[src/rtl/fifo_push_arbiter_pkg.sv]
// Shared constants and state type for the FIFO push-side arbiter and its helpers.
package fifo_push_arbiter_pkg;

    localparam int FIFO_DATA_W = 267;
    localparam int FIFO_DEPTH  = 32;
    localparam int ARB_IDX_W   = 3;

    typedef enum logic {
        IDLE  = 1'b0,
        BURST = 1'b1
    } arb_state_t;

endpackage

[src/rtl/fifo_push_arbiter_rr_pick.sv]
// Combinational rotate-priority encoder: first set bit of valid at or above ptr, wrapping modulo N.
module fifo_push_arbiter_rr_pick #(
    parameter int N     = 4,
    parameter int IDX_W = 3
) (
    input  logic [N-1:0]     valid,
    input  logic [IDX_W-1:0] ptr,
    output logic [IDX_W-1:0] index,
    output logic             found
);

    localparam int SPAN = 1 << IDX_W;

    logic [SPAN-1:0] valid_pad;

    always_comb begin
        valid_pad = '0;
        for (int i = 0; i < N; i++) begin
            valid_pad[i] = valid[i];
        end
    end

    // Scan from the farthest offset down so the nearest candidate to ptr wins last.
    always_comb begin
        int pos;
        pos   = 0;
        index = '0;
        found = 1'b0;
        for (int k = N - 1; k >= 0; k--) begin
            pos = int'(ptr) + k;
            if (pos >= N) begin
                pos = pos - N;
            end
            if (valid_pad[IDX_W'(pos)]) begin
                index = IDX_W'(pos);
                found = 1'b1;
            end
        end
    end

endmodule

[src/rtl/fifo_push_arbiter.sv]
// Round-robin, packet-locked arbiter driving the push side of a shared register FIFO.
// Optional stall watchdog (errTimeout port, TIMEOUT parameter) enabled by FIFO_PUSH_ARB_WATCHDOG_EN.
module fifo_push_arbiter
    import fifo_push_arbiter_pkg::*;
#(
    parameter int NUM_REQ = 4,
    parameter int DATA_W  = FIFO_DATA_W
`ifdef FIFO_PUSH_ARB_WATCHDOG_EN
    ,
    parameter int TIMEOUT = 255
`endif
) (
    input  logic                      clockCore,
    input  logic                      resetCore,
    input  logic [NUM_REQ-1:0]        reqValid,
    input  logic [NUM_REQ-1:0]        reqLast,
    input  logic [NUM_REQ*DATA_W-1:0] reqData,
    output logic [NUM_REQ-1:0]        reqReady,
    output logic                      fifoPush,
    output logic [DATA_W-1:0]         fifoDataIn,
    input  logic                      fifoFull,
    input  logic                      fifoOverrun,
    output logic [2:0]                grantId,
    output logic                      busy,
    output logic [15:0]               pktCount,
    output logic                      errOverrun
`ifdef FIFO_PUSH_ARB_WATCHDOG_EN
    ,
    output logic                      errTimeout
`endif
);

    localparam int SPAN = 1 << ARB_IDX_W;

    arb_state_t           state;
    logic [ARB_IDX_W-1:0] rr_ptr;
    logic [ARB_IDX_W-1:0] next_ptr;
    logic [ARB_IDX_W-1:0] pick_idx;
    logic                 pick_found;
    logic [SPAN-1:0]      valid_pad;
    logic [SPAN-1:0]      last_pad;
    logic                 beat;
    logic                 owner_valid;
    logic                 owner_last;

    fifo_push_arbiter_rr_pick #(
        .N     (NUM_REQ),
        .IDX_W (ARB_IDX_W)
    ) u_pick (
        .valid (reqValid),
        .ptr   (rr_ptr),
        .index (pick_idx),
        .found (pick_found)
    );

    // Pad the request vectors to the full index range so grantId can select them directly.
    always_comb begin
        valid_pad = '0;
        last_pad  = '0;
        for (int i = 0; i < NUM_REQ; i++) begin
            valid_pad[i] = reqValid[i];
            last_pad[i]  = reqLast[i];
        end
    end

    assign owner_valid = valid_pad[grantId];
    assign owner_last  = last_pad[grantId];
    assign beat        = (state == BURST) && !resetCore && owner_valid && !fifoFull;
    assign fifoPush    = beat;
    assign next_ptr    = (grantId == ARB_IDX_W'(NUM_REQ - 1)) ? '0 : grantId + 1'b1;

    always_comb begin
        reqReady   = '0;
        fifoDataIn = '0;
        for (int i = 0; i < NUM_REQ; i++) begin
            if (grantId == ARB_IDX_W'(i)) begin
                reqReady[i] = beat;
                fifoDataIn  = reqData[i*DATA_W +: DATA_W];
            end
        end
    end

`ifdef FIFO_PUSH_ARB_WATCHDOG_EN
    logic [7:0] stall_cnt;
    logic       timeout_hit;

    assign timeout_hit = (state == BURST) && !owner_valid && (int'(stall_cnt) + 1 >= TIMEOUT);

    // Counts owner-idle cycles within a packet; any accepted beat restarts the window.
    always_ff @(posedge clockCore) begin
        if (resetCore) begin
            stall_cnt  <= '0;
            errTimeout <= 1'b0;
        end else begin
            if (state != BURST || beat || timeout_hit) begin
                stall_cnt <= '0;
            end else if (!owner_valid) begin
                stall_cnt <= stall_cnt + 8'd1;
            end
            if (timeout_hit) begin
                errTimeout <= 1'b1;
            end
        end
    end
`endif

    // The grant stays with one requester until its last beat transfers.
    always_ff @(posedge clockCore) begin
        if (resetCore) begin
            state      <= IDLE;
            rr_ptr     <= '0;
            grantId    <= '0;
            busy       <= 1'b0;
            pktCount   <= '0;
            errOverrun <= 1'b0;
        end else begin
            if (fifoOverrun) begin
                errOverrun <= 1'b1;
            end
            case (state)
                IDLE: begin
                    if (pick_found) begin
                        grantId <= pick_idx;
                        busy    <= 1'b1;
                        state   <= BURST;
                    end
                end
                BURST: begin
                    if (beat && owner_last) begin
                        state    <= IDLE;
                        busy     <= 1'b0;
                        rr_ptr   <= next_ptr;
                        pktCount <= pktCount + 16'd1;
                    end
`ifdef FIFO_PUSH_ARB_WATCHDOG_EN
                    else if (timeout_hit) begin
                        state  <= IDLE;
                        busy   <= 1'b0;
                        rr_ptr <= next_ptr;
                    end
`endif
                end
                default: state <= IDLE;
            endcase
        end
    end

endmodule
[config.mk]
export PLATFORM = sky130hd
export DESIGN_NAME = fifo_push_arbiter
export DESIGN_NICKNAME = d
export VERILOG_FILES = /design/src/rtl/fifo_push_arbiter_pkg.sv /design/src/rtl/fifo_push_arbiter_rr_pick.sv /design/src/rtl/fifo_push_arbiter.sv
export SDC_FILE = /design/constraint.sdc
export NUM_CORES = 1
export LEC_CHECK = 0
export CORE_AREA = 2 2 534 536
export DETAILED_ROUTE_END_ITERATION = 10
export DIE_AREA = 0 0 536 538
export DONT_BUFFER_PORTS = 1
export MAX_ROUTING_LAYER = met4
export SYNTH_ARGS = -nofsm -noshare
export SYNTH_HDL_FRONTEND = slang
export SYNTH_HIERARCHICAL = 1
export SYNTH_SLANG_ARGS = --single-unit
export TNS_END_PERCENT = 20
[constraint.sdc]
create_clock -name clockCore -period 5.2 [get_ports clockCore]
set_input_delay 1.04 -clock clockCore [delete_from_list [all_inputs] [get_ports clockCore]]
set_output_delay 1.04 -clock clockCore [all_outputs]
set_load 0.03 [all_outputs]
# Word level (Yosys, flattened, before mapping)
# Cells that the tools add are included.
classes:
  addsub: 9
  multipliers: 0
  div: 0
  n_lt_le_gt_ge: 9
  eq_ne: 5
  shifts: 0
  mux: 43
  n_bitwise: 1
  n_reduce_logical: 10
op_table:
  columns: ["cell", "n"]
  rows:
  - ["$mux 267", 4]
  - ["$mux 3", 9]
  - ["$mux 1", 22]
  - ["$lt 3x5->1 const B", 4]
  - ["$bmux 1 s3", 6]
  - ["$add 16x1->16 const B", 1]
  - ["$ge 4x3->1 const B", 3]
  - ["$sub 3x3->3 const B", 4]
  - ["$add 3x2->4 const B", 2]
  - ["$eq 3x2->1 const B", 2]
  - ["$reduce_and 2->1", 3]
  - ["$add 3x1->4 const B", 1]
  - ["$logic_and 1x1->1", 4]
  - ["$lt 3x4->1 const B", 1]
  - ["$pmux 1 s2", 2]
  - ["$add 3x1->3 const B", 1]
  - ["$eq 3x1->1 const B", 1]
  - ["$ge 3x3->1 const B", 1]
  - ["$logic_not 3->1", 1]
  - ["$logic_not 1->1", 2]
  - ["$ne 2x1->1 const B", 1]
  - ["$ne 2x2->1 const B", 1]
  - ["$not 1->1", 1]
totals:
  register_bits: 25
  latchBits: 0
  ram_bits: 0
  mem_bits_ro: 0
  input_bits: 1080
  out_inout_bits: 293
  word_cells: 83
  mem_count: 0

# Depth between registers and ports, before layout
logic_depth:
  word_depth: 12
  ltp_mapped: 11
  ltp_nobuf: 10

# Hierarchy
# The synthesis kept the hierarchy.
by_module_without_submodules:
  columns: ["module", "n_inst", "cells_each", "area_each_um2", "seq_area_each_um2"]
  rows:
  - ["fifo_push_arbiter", 1, 1403, 8500.7, 500.5]
  - ["fifo_push_arbiter_rr_pick", 1, 44, 344.1, 0.0]

# Worst setup path before layout
# Ideal clock, no wire load.
synth_path:
  path_type: "flip-flop to output port"
  from: "register grantId[1]"
  to: "output fifoDataIn[136]"
  t_arrival_ns: 2.672
  t_required_ns: 4.160
  path_slack_ns: 1.488
  path_stages_with_launch: 10
  n_path_buf: 3
  path_cell_list: "dfxtp_1 > buf_2 > inv_1 > ha_1 > nor3b_2 > clkbuf_1 > buf_2 > a221o_1 > o21ai_0 > o21ai_0"
synth_via:
  elab_chain_len: 5
  word_cells_on_any_way: 8
  classes_between: "eq/ne (3); mux (4); reduce/logical (1)"
synth_rtl:
  columns: ["element", "line_no", "text"]
  rows:
  - ["start: declaration", "fifo_push_arbiter.sv:23", "output logic [2:0] grantId,"]
  - ["start signal: assignment", "fifo_push_arbiter.sv:123", "grantId <= pick_idx;"]
  - ["$logic_not 3->1", "fifo_push_arbiter.sv:76", "if (grantId == ARB_IDX_W'(i)) begin"]
  - ["$mux 267 (3 in series)", "fifo_push_arbiter.sv:76", null]
  - ["$mux 267 *", "fifo_push_arbiter.sv:76", null]
  - ["end: declaration", "fifo_push_arbiter.sv:20", "output logic [DATA_W-1:0] fifoDataIn,"]
# Every way passes the cells marked *; elsewhere a longest branch is shown, timed or not.

# Worst setup path after layout
layout_path:
  from: "register grantId[1]"
  to: "output fifoDataIn[133]"
# The elaborated chain is that of the path after synthesis.

==> impl_metrics.yaml <==
status:
  status: "finished, violations left"
  violations: "capacitance limit, slew limit"
hold_path:
  hold_path.class: "reg2reg"
  min_from: "state"
  min_delay_path_depth: 2
layout:
  drive_above_1_share_pct: 26.9
  final_net_count: 2684
  final_cell_area_um2: 16500
  fillers: 33600
  areaGrowthSynthToFinish_pct: 86.4
synth:
  synth.cells.most_frequent: "o21ai_0, nand2_1, a221o_1"
  yosysTopAreaCell: "a221o_1"
  synth_top_family_by_area: "compound AO/OA/AOI/OAI gates"
  yosysMostFrequentCell: "o21ai_0"
  synth_compound_area_share_pct: 63.2
  synth-xor-area-share_pct: 0
  synth_mux_area_share_pct: 3.15
  ys_ff_latch: 25
  syn-num-nets: 2534
  synthAdderAreaFrac_pct: 0.990
  yosys.area_share.simple_pct: 17.7
  synth_edf_count: 0
  synth_area_um2: 8840
  synthFlopType: "dfxtp_1"
  ys_seq_area_share_pct: 5.66
  synth_top_area_share_pct: 30.2
  yosys-top-cells-area: "a221o_1, o21ai_0, nand2_1"
  synthArstFlopShare_pct: 0
  synth.avg_cell_area_um2: 6.11
  yosysWarnings: 6
  syn-instance-count: 1447
  synth_cell_types: 59
drt:
  routed_wl_um: 225000
  vias: 16100
  final_antenna_net_count: 0
  firstDrtPassIters: 7
  drt_iter0_drc: 2365
  vias_per_cell: 2.86
  remaining_drc_errors: 0
  routedWlPerCell_um: 40.0
placed_design:
  port_buffers: 0
  place_hpwl_um: 209000
  globalplace.congestion: 1.18
  placed_area_um2: 15700
floorplan:
  start_util_pct: 3.12
  die_x_um: 536
  ios: 1373
  row_count: 196
  dieHeight_um: 538
  core_area_um2: 283000
  die-area_um2: 288000
global_routing:
  overflow: 0
  grt_usage_pct: 14.9
  antenna_found_initial: 374
  grt_pass1_vias: 13000
  grtUsageMet2_pct: 21.2
  gr-max-usage-layer: "met2"
  grt_start_max_net_pins: 152
  grt_pass1_wl_um: 246000
  met1_usage_pct: 14.5
  met3_usage_pct: 12.3
cts:
  clk_pin_slew_ns: 0.08
  cts.sink_count: 25
  clk_path_buf_depth: 2
  cts_made_buffers: 3
  cts_max_level: 1
  postCtsSetupRepairBufs: 0
  cts-hold-fix-buffers: 0
  clockRootBuffer: "clkbuf_16"
  cts_tree: "done"
  clkLatencyLatePin_ns: 0.28
  cts_resized: 0
sta:
  setup_tns_ns: 0
  fin_crit_sh_pct: 90.7
  slew_violations: 2
  min_period_ns: 4.72
  finalHoldViolations: 0
  fmax_mhz: 212
  setup_viol: 0
  rsz0062_at_grt: "no"
  slew_headroom_pct: -8.57
  worstMarginPinSlew_ns: 1.61
  fin_skew_ns: 0.00959
worst_setup_path:
  path_cells: "buf_4, ha_1, nor2b_4, buf_12, a221o_1, o21ai_0, o21ai_1, buf_4"
  crit_path_frequent_cell: "buf_4"
  reg2reg_from: "rr_ptr[0]"
  slowest_stage: "o21ai_1"
  crit_path_end_kind: "output port"
  crit_start: "grantId[1]"
  crit_path_max_fanout: 128
  path_class: "reg2out"
  slowest_delay_ns: 0.56
  cp_data_required_time_ns: 4.16
  cp.arrival_ns: 3.68
  start_kind: "flip-flop"
  r2r_cells: 8
run:
  cap_violations: 1
pwr:
  peakVddDrop_v: 0.000161
  power-per-cell-area_nw_per_um2: 265
  leakage_nw: 4.20
[final cells by class]
| cell class | count | area [µm²] | area share (%) |
|---|---|---|---|
| multi-input cells | 1225 | 7800 | 47.3 |
| well taps | 3762 | 4710 | 28.5 |
| repair buffers | 335 | 2720 | 16.5 |
| diodes | 264 | 661 | 4.01 |
| flip-flops and latches | 25 | 500 | 3.04 |
| clock buffers | 3 | 75.1 | 0.455 |
| inverters | 7 | 26.3 | 0.159 |
| clock inverters | 1 | 7.51 | 0.0455 |
[where the power goes]
part	total [mW]	internal [mW]	switching, mW
Clock	0.196	0.105	0.0903
Sequential	0.205	0.196	0.00982
Combinational	3.97	1.08	2.88
Total	4.37	1.38	2.98
[worst paths after layout]
kind	endpoint	slack, ns
worst max-delay path	fifoDataIn[133]	0.48
worst min-delay path	state	0.54
worst max register to register	grantId[2]	2.72
worst min register to register	state	0.54
[cell usage in the layout, fill, tap and decap left out, drive strengths merged, types with 3 or more instances in the layout]
master    n
o31ai     3
a21oi     7
o211ai    4
nor2     24
dfxtp    25
nand2   282
nor4      8
nor2b    16
diode   264
o21ai   537
inv       7
mux2i     5
clkbuf    3
or4       3
nor3b     3
nand3     6
ha        7
mux2     16
buf     335
nand2b    4
and3      3
a221o   267
o311ai    3
[cells by family after synthesis]
family | Yosys count
AO/OA/AOI/OAI | 832
other | 1
multiplexers | 23
buffers and inverters | 197
flip-flops | 25
AND/OR/NAND/NOR | 362
adder cells (fa/ha/maj) | 7
[critical path, delay by kind of cell, from the launching register on]
kind            cells  cell delay (ns)
compound gates      3             1.23
buf+inv             3             0.81
flops               1             0.34
fa+ha+maj           1             0.26
simple gates        1             0.23
[registers in the layout, summed over array words and instances, names as in the netlist]
name / count
rr_ptr: 3
grantId: 3
errOverrun: 1
pktCount: 16
busy: 1
state: 1
[metal layers]
metal | routed length (µm) | vias up
met5 | 0 | -
li1 | - | 6306
met1 | 77300 | 7408
met2 | 93200 | 1802
met3 | 43200 | 546
met4 | 11300 | 0
[per-stage QoR]
step,power [mW],hold slack [ns],util (%),setup slack (ns),cells
global placement,4.22,0.534,5.56,0.675,5353
floorplan,1.92,0.461,-,1.49,1447
CTS,4.43,0.536,5.59,0.364,5358
detailed placement,4.22,0.514,5.56,0.674,5354
finish,4.37,0.539,5.82,0.484,5622
global route,4.54,0.558,5.80,0.391,5593
(Power assumes the default switching activity.)
